### src/rtl/n101_icb_regbank_rsp.sv
// ICB responder for a bank of NREG 32-bit control registers with byte-masked writes.
// Optional build macro N101_REGBANK_LOCK_EN adds a sticky write-lock in reg[NREG-1] bit 0.
module n101_icb_regbank_rsp #(
  parameter int NREG = 8,
  parameter int AW   = 12
) (
  input  logic                 clk,
  input  logic                 rst_n,
  input  logic                 icb_cmd_valid,
  output logic                 icb_cmd_ready,
  input  logic [AW-1:0]        icb_cmd_addr,
  input  logic                 icb_cmd_read,
  input  logic [31:0]          icb_cmd_wdata,
  input  logic [3:0]           icb_cmd_wmask,
  output logic                 icb_rsp_valid,
  input  logic                 icb_rsp_ready,
  output logic [31:0]          icb_rsp_rdata,
  output logic                 icb_rsp_err,
  output logic [NREG*32-1:0]   reg_q,
  output logic [NREG-1:0]      reg_wr_pulse
);

  localparam int IW = AW - 2;

  typedef enum logic [0:0] {
    ST_IDLE = 1'b0,
    ST_RSP  = 1'b1
  } state_t;

  state_t            r_state;
  logic              r_rsp_valid;
  logic [31:0]       r_rsp_rdata;
  logic              r_rsp_err;
  logic [NREG-1:0]   r_wr_pulse;
  logic [31:0]       r_regs [NREG];

  logic [IW-1:0]     w_idx;
  logic              w_in_range;
  logic              w_accept;
  logic              w_write;
  logic              w_blocked;
  logic              w_err;
  logic [NREG-1:0]   w_sel;
  logic [NREG-1:0]   w_wr_en;
  logic [31:0]       w_rd_val;
  logic [31:0]       w_rsp_rdata_nxt;
  logic [31:0]       w_reg_nxt [NREG];
  logic              w_unused_addr;

  function automatic logic [31:0] merge_bytes(input logic [31:0] old_v,
                                              input logic [31:0] new_v,
                                              input logic [3:0]  mask);
    logic [31:0] res;
    res = old_v;
    for (int b = 0; b < 4; b++) begin
      res[8*b +: 8] = mask[b] ? new_v[8*b +: 8] : old_v[8*b +: 8];
    end
    return res;
  endfunction

  assign w_idx         = icb_cmd_addr[AW-1:2];
  assign w_unused_addr = ^icb_cmd_addr[1:0];
  assign w_in_range    = (w_idx < IW'(NREG));
  assign icb_cmd_ready = ~r_rsp_valid | icb_rsp_ready;
  assign w_accept      = icb_cmd_valid & icb_cmd_ready;
  assign w_write       = w_accept & ~icb_cmd_read;

`ifdef N101_REGBANK_LOCK_EN
  // Once the lock bit is set only the lock register itself stays writable.
  assign w_blocked = r_regs[NREG-1][0] & (w_idx != IW'(NREG-1));
`else
  assign w_blocked = 1'b0;
`endif

  assign w_err           = ~w_in_range | (~icb_cmd_read & w_blocked);
  assign w_wr_en         = {NREG{w_write & ~w_blocked}} & w_sel;
  assign w_rsp_rdata_nxt = (icb_cmd_read & w_in_range) ? w_rd_val : 32'h0;

  // Address decode and read-data mux.
  always_comb begin
    w_sel    = '0;
    w_rd_val = 32'h0;
    for (int i = 0; i < NREG; i++) begin
      w_sel[i] = (w_idx == IW'(i));
      w_rd_val = w_rd_val | (w_sel[i] ? r_regs[i] : 32'h0);
    end
  end

  // Candidate next value of every register for a write this cycle.
  always_comb begin
    for (int i = 0; i < NREG; i++) begin
      w_reg_nxt[i] = merge_bytes(r_regs[i], icb_cmd_wdata, icb_cmd_wmask);
    end
`ifdef N101_REGBANK_LOCK_EN
    w_reg_nxt[NREG-1][0] = r_regs[NREG-1][0] | (icb_cmd_wmask[0] & icb_cmd_wdata[0]);
`endif
  end

  // Register storage, updated on the accept edge of an allowed write.
  always_ff @(posedge clk or negedge rst_n) begin
    if (!rst_n) begin
      for (int i = 0; i < NREG; i++) begin
        r_regs[i] <= 32'h0;
      end
    end else begin
      for (int i = 0; i < NREG; i++) begin
        if (w_wr_en[i]) begin
          r_regs[i] <= w_reg_nxt[i];
        end else begin
          r_regs[i] <= r_regs[i];
        end
      end
    end
  end

  // Response FSM with registered response outputs and write strobes.
  always_ff @(posedge clk or negedge rst_n) begin
    if (!rst_n) begin
      r_state     <= ST_IDLE;
      r_rsp_valid <= 1'b0;
      r_rsp_rdata <= 32'h0;
      r_rsp_err   <= 1'b0;
      r_wr_pulse  <= '0;
    end else begin
      r_wr_pulse <= w_wr_en;
      case (r_state)
        ST_IDLE: begin
          if (w_accept) begin
            r_state     <= ST_RSP;
            r_rsp_valid <= 1'b1;
            r_rsp_rdata <= w_rsp_rdata_nxt;
            r_rsp_err   <= w_err;
          end else begin
            r_state     <= ST_IDLE;
            r_rsp_valid <= 1'b0;
            r_rsp_rdata <= r_rsp_rdata;
            r_rsp_err   <= r_rsp_err;
          end
        end
        ST_RSP: begin
          if (w_accept) begin
            r_state     <= ST_RSP;
            r_rsp_valid <= 1'b1;
            r_rsp_rdata <= w_rsp_rdata_nxt;
            r_rsp_err   <= w_err;
          end else if (icb_rsp_ready) begin
            r_state     <= ST_IDLE;
            r_rsp_valid <= 1'b0;
            r_rsp_rdata <= 32'h0;
            r_rsp_err   <= 1'b0;
          end else begin
            r_state     <= ST_RSP;
            r_rsp_valid <= 1'b1;
            r_rsp_rdata <= r_rsp_rdata;
            r_rsp_err   <= r_rsp_err;
          end
        end
        default: begin
          r_state     <= ST_IDLE;
          r_rsp_valid <= 1'b0;
          r_rsp_rdata <= 32'h0;
          r_rsp_err   <= 1'b0;
        end
      endcase
    end
  end

  assign icb_rsp_valid = r_rsp_valid;
  assign icb_rsp_rdata = r_rsp_rdata;
  assign icb_rsp_err   = r_rsp_err;
  assign reg_wr_pulse  = r_wr_pulse;

  for (genvar gi = 0; gi < NREG; gi++) begin : g_reg_q
    assign reg_q[32*gi +: 32] = r_regs[gi];
  end

endmodule
### config.mk
export PLATFORM = sky130hd
export DESIGN_NAME = n101_icb_regbank_rsp
export DESIGN_NICKNAME = d
export VERILOG_FILES = /design/src/rtl/n101_icb_regbank_rsp.sv
export SDC_FILE = /design/constraint.sdc
export NUM_CORES = 1
export LEC_CHECK = 0
export ABC_AREA = 1
export CAP_MARGIN = 20
export CORE_ASPECT_RATIO = 2
export CORE_MARGIN = 1
export CORE_UTILIZATION = 58
export DETAILED_ROUTE_END_ITERATION = 10
export DONT_BUFFER_PORTS = 1
export PLACE_DENSITY = 0.75
export SKIP_LAST_GASP = 1
export SYNTH_ARGS = -nofsm -noshare
export SYNTH_HDL_FRONTEND = slang
export SYNTH_SLANG_ARGS = --single-unit
### constraint.sdc
create_clock -name clk -period 1.5 [get_ports clk]
set_input_delay 0.3 -clock clk [delete_from_list [all_inputs] [get_ports clk]]
set_output_delay 0.3 -clock clk [all_outputs]
set_load 0.05 [all_outputs]
# [After elaboration in Yosys (flattened, before gate mapping)]
# Cells that the tools add are included.
# W data, S select, Z words.
[totals] reg_bits=298 inputBits=53 out_inout_bits=299 wordCells=116
[op_classes] order_cmp=1 eq_ne=9 muxes=21 n_bitwise=15 n_reduce_logical=34
[op_table] operator="$mux W32" count=12
[op_table] operator="$or A32 B32 Y32" count=7
[op_table] operator="$reduce_and A2 Y1" count=33
[op_table] operator="$pmux W32 S2" count=1
[op_table] operator="$eq A10 B3 Y1 const B" count=4
[op_table] operator="$eq A10 B2 Y1 const B" count=2
[op_table] operator="$eq A10 B1 Y1 const B" count=1
[op_table] operator="$logic_not A10 Y1" count=1
[op_table] operator="$lt A10 B4 Y1 const B" count=1
[op_table] operator="$and A8 B8 Y8" count=1
[op_table] operator="$mux W1" count=6
[op_table] operator="$pmux W1 S2" count=2
[op_table] operator="$and A1 B1 Y1" count=3
[op_table] operator="$ne A3 B2 Y1 const B" count=1
[op_table] operator="$not A1 Y1" count=3
[op_table] operator="$ne A2 B2 Y1 const B" count=1
[op_table] operator="$or A1 B1 Y1" count=1

# [Logic depth before layout (Yosys ltp)]
[depth] depth_word=12 mapped_depth=11 ltp_nobuf=9

# [Least setup slack after synthesis]
# No wires, ideal clock.
[synth_timing] path_type="register to register" startpoint="reg r_rsp_valid, in the netlist icb_rsp_valid" endpoint="reg r_regs, in the netlist reg_q[29]" setup_time_ps=124 arrival_time_ps=1971 t_required_ps=1376 setup_slack_ps=-595 path_stages_with_launch=10 n_path_buf=2 synth_period_minus_slack_ps=2095 path_cell_list="dfrtp_1 > nand2_2 > nand2_2 > or2_4 > buf_12 > nor2_8 > nand2_4 > buf_6 > nand2_1 > o21ai_2"
[synth_via] elab_chain_cells=6
[synth_lines] item="from (decl)" line="31" text="logic r_rsp_valid;"
[synth_lines] item="from (signal assigned)" line="120" text="r_rsp_valid <= 1'b0;"
[synth_lines] item="from (signal assigned)" line="130" text="r_rsp_valid <= 1'b1;"
[synth_lines] item="from (signal assigned)" line="135" text="r_rsp_valid <= 1'b0;"
[synth_lines] item="$not A1 Y1"
[synth_lines] item="$or A1 B1 Y1" line="64" text="assign icb_cmd_ready = ~r_rsp_valid | icb_rsp_ready;"
[synth_lines] item="named net icb_cmd_ready" line="10" text="output logic icb_cmd_ready,"
[synth_lines] item="$and A1 B1 Y1" line="65" text="assign w_accept = icb_cmd_valid & icb_cmd_ready;"
[synth_lines] item="$and A1 B1 Y1" line="66" text="assign w_write = w_accept & ~icb_cmd_read;"
[synth_lines] item="$and A8 B8 Y8" line="76" text="assign w_wr_en = {NREG{w_write & ~w_blocked}} & w_sel;"
[synth_lines] item="named net w_wr_en[0]" line="44" text="logic [NREG-1:0] w_wr_en;"
[synth_lines] item="$reduce_and A2 Y1 (no line)"
[synth_lines] item="to (signal, indexed assignment)" line="108" text="r_regs[i] <= w_reg_nxt[i];"
[synth_lines] item="to (signal, indexed assignment)" line="110" text="r_regs[i] <= r_regs[i];"
[synth_lines] item="to (decl)" line="35" text="logic [31:0] r_regs [NREG];"
# The timed path passes the listed nets, and every way through them passes these cells.
# A chain may end at the register's enable or synchronous reset.

# [Worst setup path in the final report]
[layout_timing] startpoint="reg r_rsp_valid, in the netlist icb_rsp_valid" endpoint="reg r_regs, in the netlist reg_q[107]"
[layout_via] elab_chain_cells=6
[layout_lines] item="$not A1 Y1"
[layout_lines] item="$or A1 B1 Y1" line="64"
[layout_lines] item="$and A1 B1 Y1" line="65"
[layout_lines] item="$and A1 B1 Y1" line="66"
[layout_lines] item="$and A8 B8 Y8" line="76"
[layout_lines] item="named net w_wr_en[3]" line="44"
[layout_lines] item="$reduce_and A2 Y1 (no line)"
# The timed path passes the listed nets, and every way through them passes these cells.

==> flow_summary_export.csv <==
group,metric,value,unit
yosys,synth_xor_area_share,0,%
sta,min_period,1.68,ns
critical_path,crit_arrival,2.09,ns
drt,drc,22,
grt,gr-total-overflow,0,
grt,grt_pass1_wl,77300,um
clock_network,clk_pin_slew_worst_paths,0.07,ns
yosys,synthAdderAreaFrac,0,%
cells_and_area,seqCellArea,7510,um^2
yosys,synth_cell_type_count,23,
clock_network,clk_path_buf_depth,3,
clock_network,root_buffer,"clkbuf_16",
yosys,synth_area,14000,um^2
critical_path,r2r-start,"icb_rsp_valid$_DFF_PN0_",
sta,maxSlewViolCount,0,
grt,grt_usage,41.1,%
yosys,synth_area_leaders,"dfrtp_1, nand2_1, nand3_1",
drt,wl_met2,26600,um
sta,clock_skew,0.0140,ns
pwr,irDropWorstVdd,0.000944,V
critical_path,r2r_cells,8,
floorplan,die_w,112,um
floorplan,die_height,221,um
critical_path,r2r_slack,-0.18,ns
yosys,yosys_warnings,0,
sta,rsz0062_at_grt,"true",
grt,grt_pass1_vias,13900,
drt,wl_met1,16500,um
cells_and_area,multiInputGateArea,7200,um^2
critical_path,path_class,"flop to flop",
critical_path,crit_path_start_kind,"flop",
cells_and_area,fill_cells,1444,
clock_network,insertion_delay,0.55,ns
outcome,violations,"DRC, hold timing, setup timing",
clock_network,clock-sinks,298,
drt,top_layer_used,"met4",
cells_and_area,antennaDiodeCount,0,
yosys,yosysSeqAreaShare,53.4,%
yosys,synthMuxAreaShare,0,%
cells_and_area,area_growth,36.3,%
grt,grt_start_max_net_pins,299,
pwr,power.density,849,nW/um^2
floorplan,core_area,23700,um^2
critical_path,crit_end,"reg_q[107]$_DFFE_PN0P_",
floorplan,die_area,24700,um^2
yosys,ys_seq_elements,298,
clock_network,numCtsBuffers,26,
floorplan,rows,80,
sta,tightest_slew,0.987,ns
critical_path,worstPathMaxFanout,8,
min_path,hold_class,"input pin to asynchronous set/reset pin",
placement,hpwlAfterDp,32100,um
drt,antenna_left,0,
cells_and_area,final_common_cell,"nand2_1",
yosys,synthCells,1604,
cells_and_area,final_cell_mix,"nand2_1, buf_4, nand3_1",
critical_path,critPathRequiredTime,1.91,ns
drt,viasPerCell,6.27,
clock_network,cts_max_level,1,
drt,drtIter0Drc,1262,
sta,hold_violations,520,
drt,wl_met3,4570,um
sta,hold_slack,-0.571,ns
clock_network,cts_tree,"yes",
placement,gp_congestion,0.888,
yosys,synth_top_area_share,53.4,%
critical_path,end_kind,"flop",
cells_and_area,drive_gt1_share,41.2,%
sta,layout_setup_ws,-0.179,ns
outcome,status,"finished with violations",
yosys,synth-simple-area-share,29.8,%
cells_and_area,fin_area,19000,um^2
yosys,syn_area_per_cell,8.71,um^2
drt,drt-total-wl,52400,um
floorplan,initial_utilization,58.9,%
yosys,yosysTopAreaCell,"dfrtp_1",
sta,max_freq,596,MHz
cells_and_area,nets,1945,
drt,post_drt_wl_per_cell,23.9,um
grt,antenna_found_initial,0,
critical_path,worstReg2RegEnd,"reg_q[107]$_DFFE_PN0P_",
drt,num_vias,13800,
yosys,synth_nets,1657,
critical_path,startpoint,"icb_rsp_valid$_DFF_PN0_",
pwr,leakagePower,9.63,nW
placement,dpl_cell_area,16200,um^2
placement,portBuffers,0,
yosys,synth_compound_area_share,11.0,%
flow_run,max_cap_viol_count,0,
floorplan,pin_count,352,
clock_network,postCtsHoldBufs,2,
yosys,synth_top_family_by_area,"simple AND/OR/NAND/NOR gates",
sta,setup_viol,258,
sta,post-route-period-util,112,%
sta,max-slew-margin-rel,34.2,%
drt,first_pass_iters,8,
through the flow:
| step | total power [mW] | setup TNS, ns | utilization (%) | setup WS, ns | cells |
|---|---|---|---|---|---|
| after floorplan | 8.65 | -61.71 | - | -0.297 | 1604 |
| after global placement | 8.85 | -55.76 | 68.2 | -0.253 | 2096 |
| after detailed placement | 8.86 | -68.65 | 68.2 | -0.306 | 2096 |
| after CTS | 16.1 | -23.69 | 78.0 | -0.157 | 2194 |
| after global routing | 16.4 | -35.10 | 80.2 | -0.216 | 2197 |
| final | 16.2 | -27.60 | 80.2 | -0.179 | 2197 |
final cells by class:
type	instances	share of cell area (%)
Sequential cell	298	39.5
Multi-Input combinational cell	1199	37.8
Timing Repair Buffer	323	15.1
Clock buffer	39	4.15
Tap cell	287	1.89
Inverter	44	0.868
Clock inverter	7	0.730
what timing repair did:
action	CTS	global route
setup endpoints to repair	291	272
gates resized for setup	198	152
pin swaps	35	41
endpoints found under the hold margin	556	539
gates cloned	27	3
setup buffers	23	0
Yosys cell counts:
cell type,count
nand2_1,531
dfrtp_1,298
nand3_1,256
o21ai_1,191
nor2_1,72
o21ai_2,65
inv_1,42
buf_6,32
nand2_4,32
clkbuf_1,28
buf_2,27
nor2_8,8
buf_4,5
nor2_2,5
nand2_2,3
nor3_1,2
buf_12,1
clkinv_1,1
inv_2,1
nor2_4,1
nor3_2,1
o21ai_0,1
or2_4,1
worst max-delay path, cell delays in order (launching register included):
cell and delay (ns):
dfrtp_2 0.44, nand2_8 0.07, nand2_4 0.06, or2_4 0.35, nor2_8 0.16, buf_12 0.18
nand2_8 0.11, nand2_2 0.07, o21ai_1 0.07
registers in the layout, summed over array words and instances (netlist names):
name and cells:
icb_rsp_valid 1, reg_q 256, icb_rsp_rdata 32, icb_rsp_err 1
reg_wr_pulse 8
report_power, final:
part | leakage [nW] | switching [mW] | total, mW | internal [mW]
clock network | 0.457 | 3.08 | 7.40 | 4.32
registers | 4.09 | 0.0332 | 8.09 | 8.06
logic | 5.09 | 0.515 | 0.663 | 0.149
total | 9.63 | 3.63 | 16.2 | 12.5
per-layer routing:
metal  global-route usage, %  up-vias
met5                       0        -
met4                    33.2        0
met3                    9.29      294
met2                    70.7      859
met1                    42.4     6707
li1                        -     5906
logic make-up (layout without fill, tap and decap cells):
logic type,after synthesis,count (layout)
and+or+nand+nor,912,942
DFF,298,298
buffers and inverters,137,413
AOI/OAI and AO/OA,257,257
how the worst min path moves through the flow:
stage          startpoint                      end  cells past startpoint
2_1_floorplan       rst_n  icb_rsp_err$_DFFE_PN0P_                      0
3_3_place_gp        rst_n   reg_q[198]$_DFFE_PN0P_                      0
3_5_place_dp        rst_n   reg_q[230]$_DFFE_PN0P_                      0
4_1_cts             rst_n   reg_q[230]$_DFFE_PN0P_                      0
5_1_grt             rst_n   reg_q[231]$_DFFE_PN0P_                      0
6_report            rst_n   reg_q[230]$_DFFE_PN0P_                      0
Note: power is estimated with default switching activity, not from simulation.
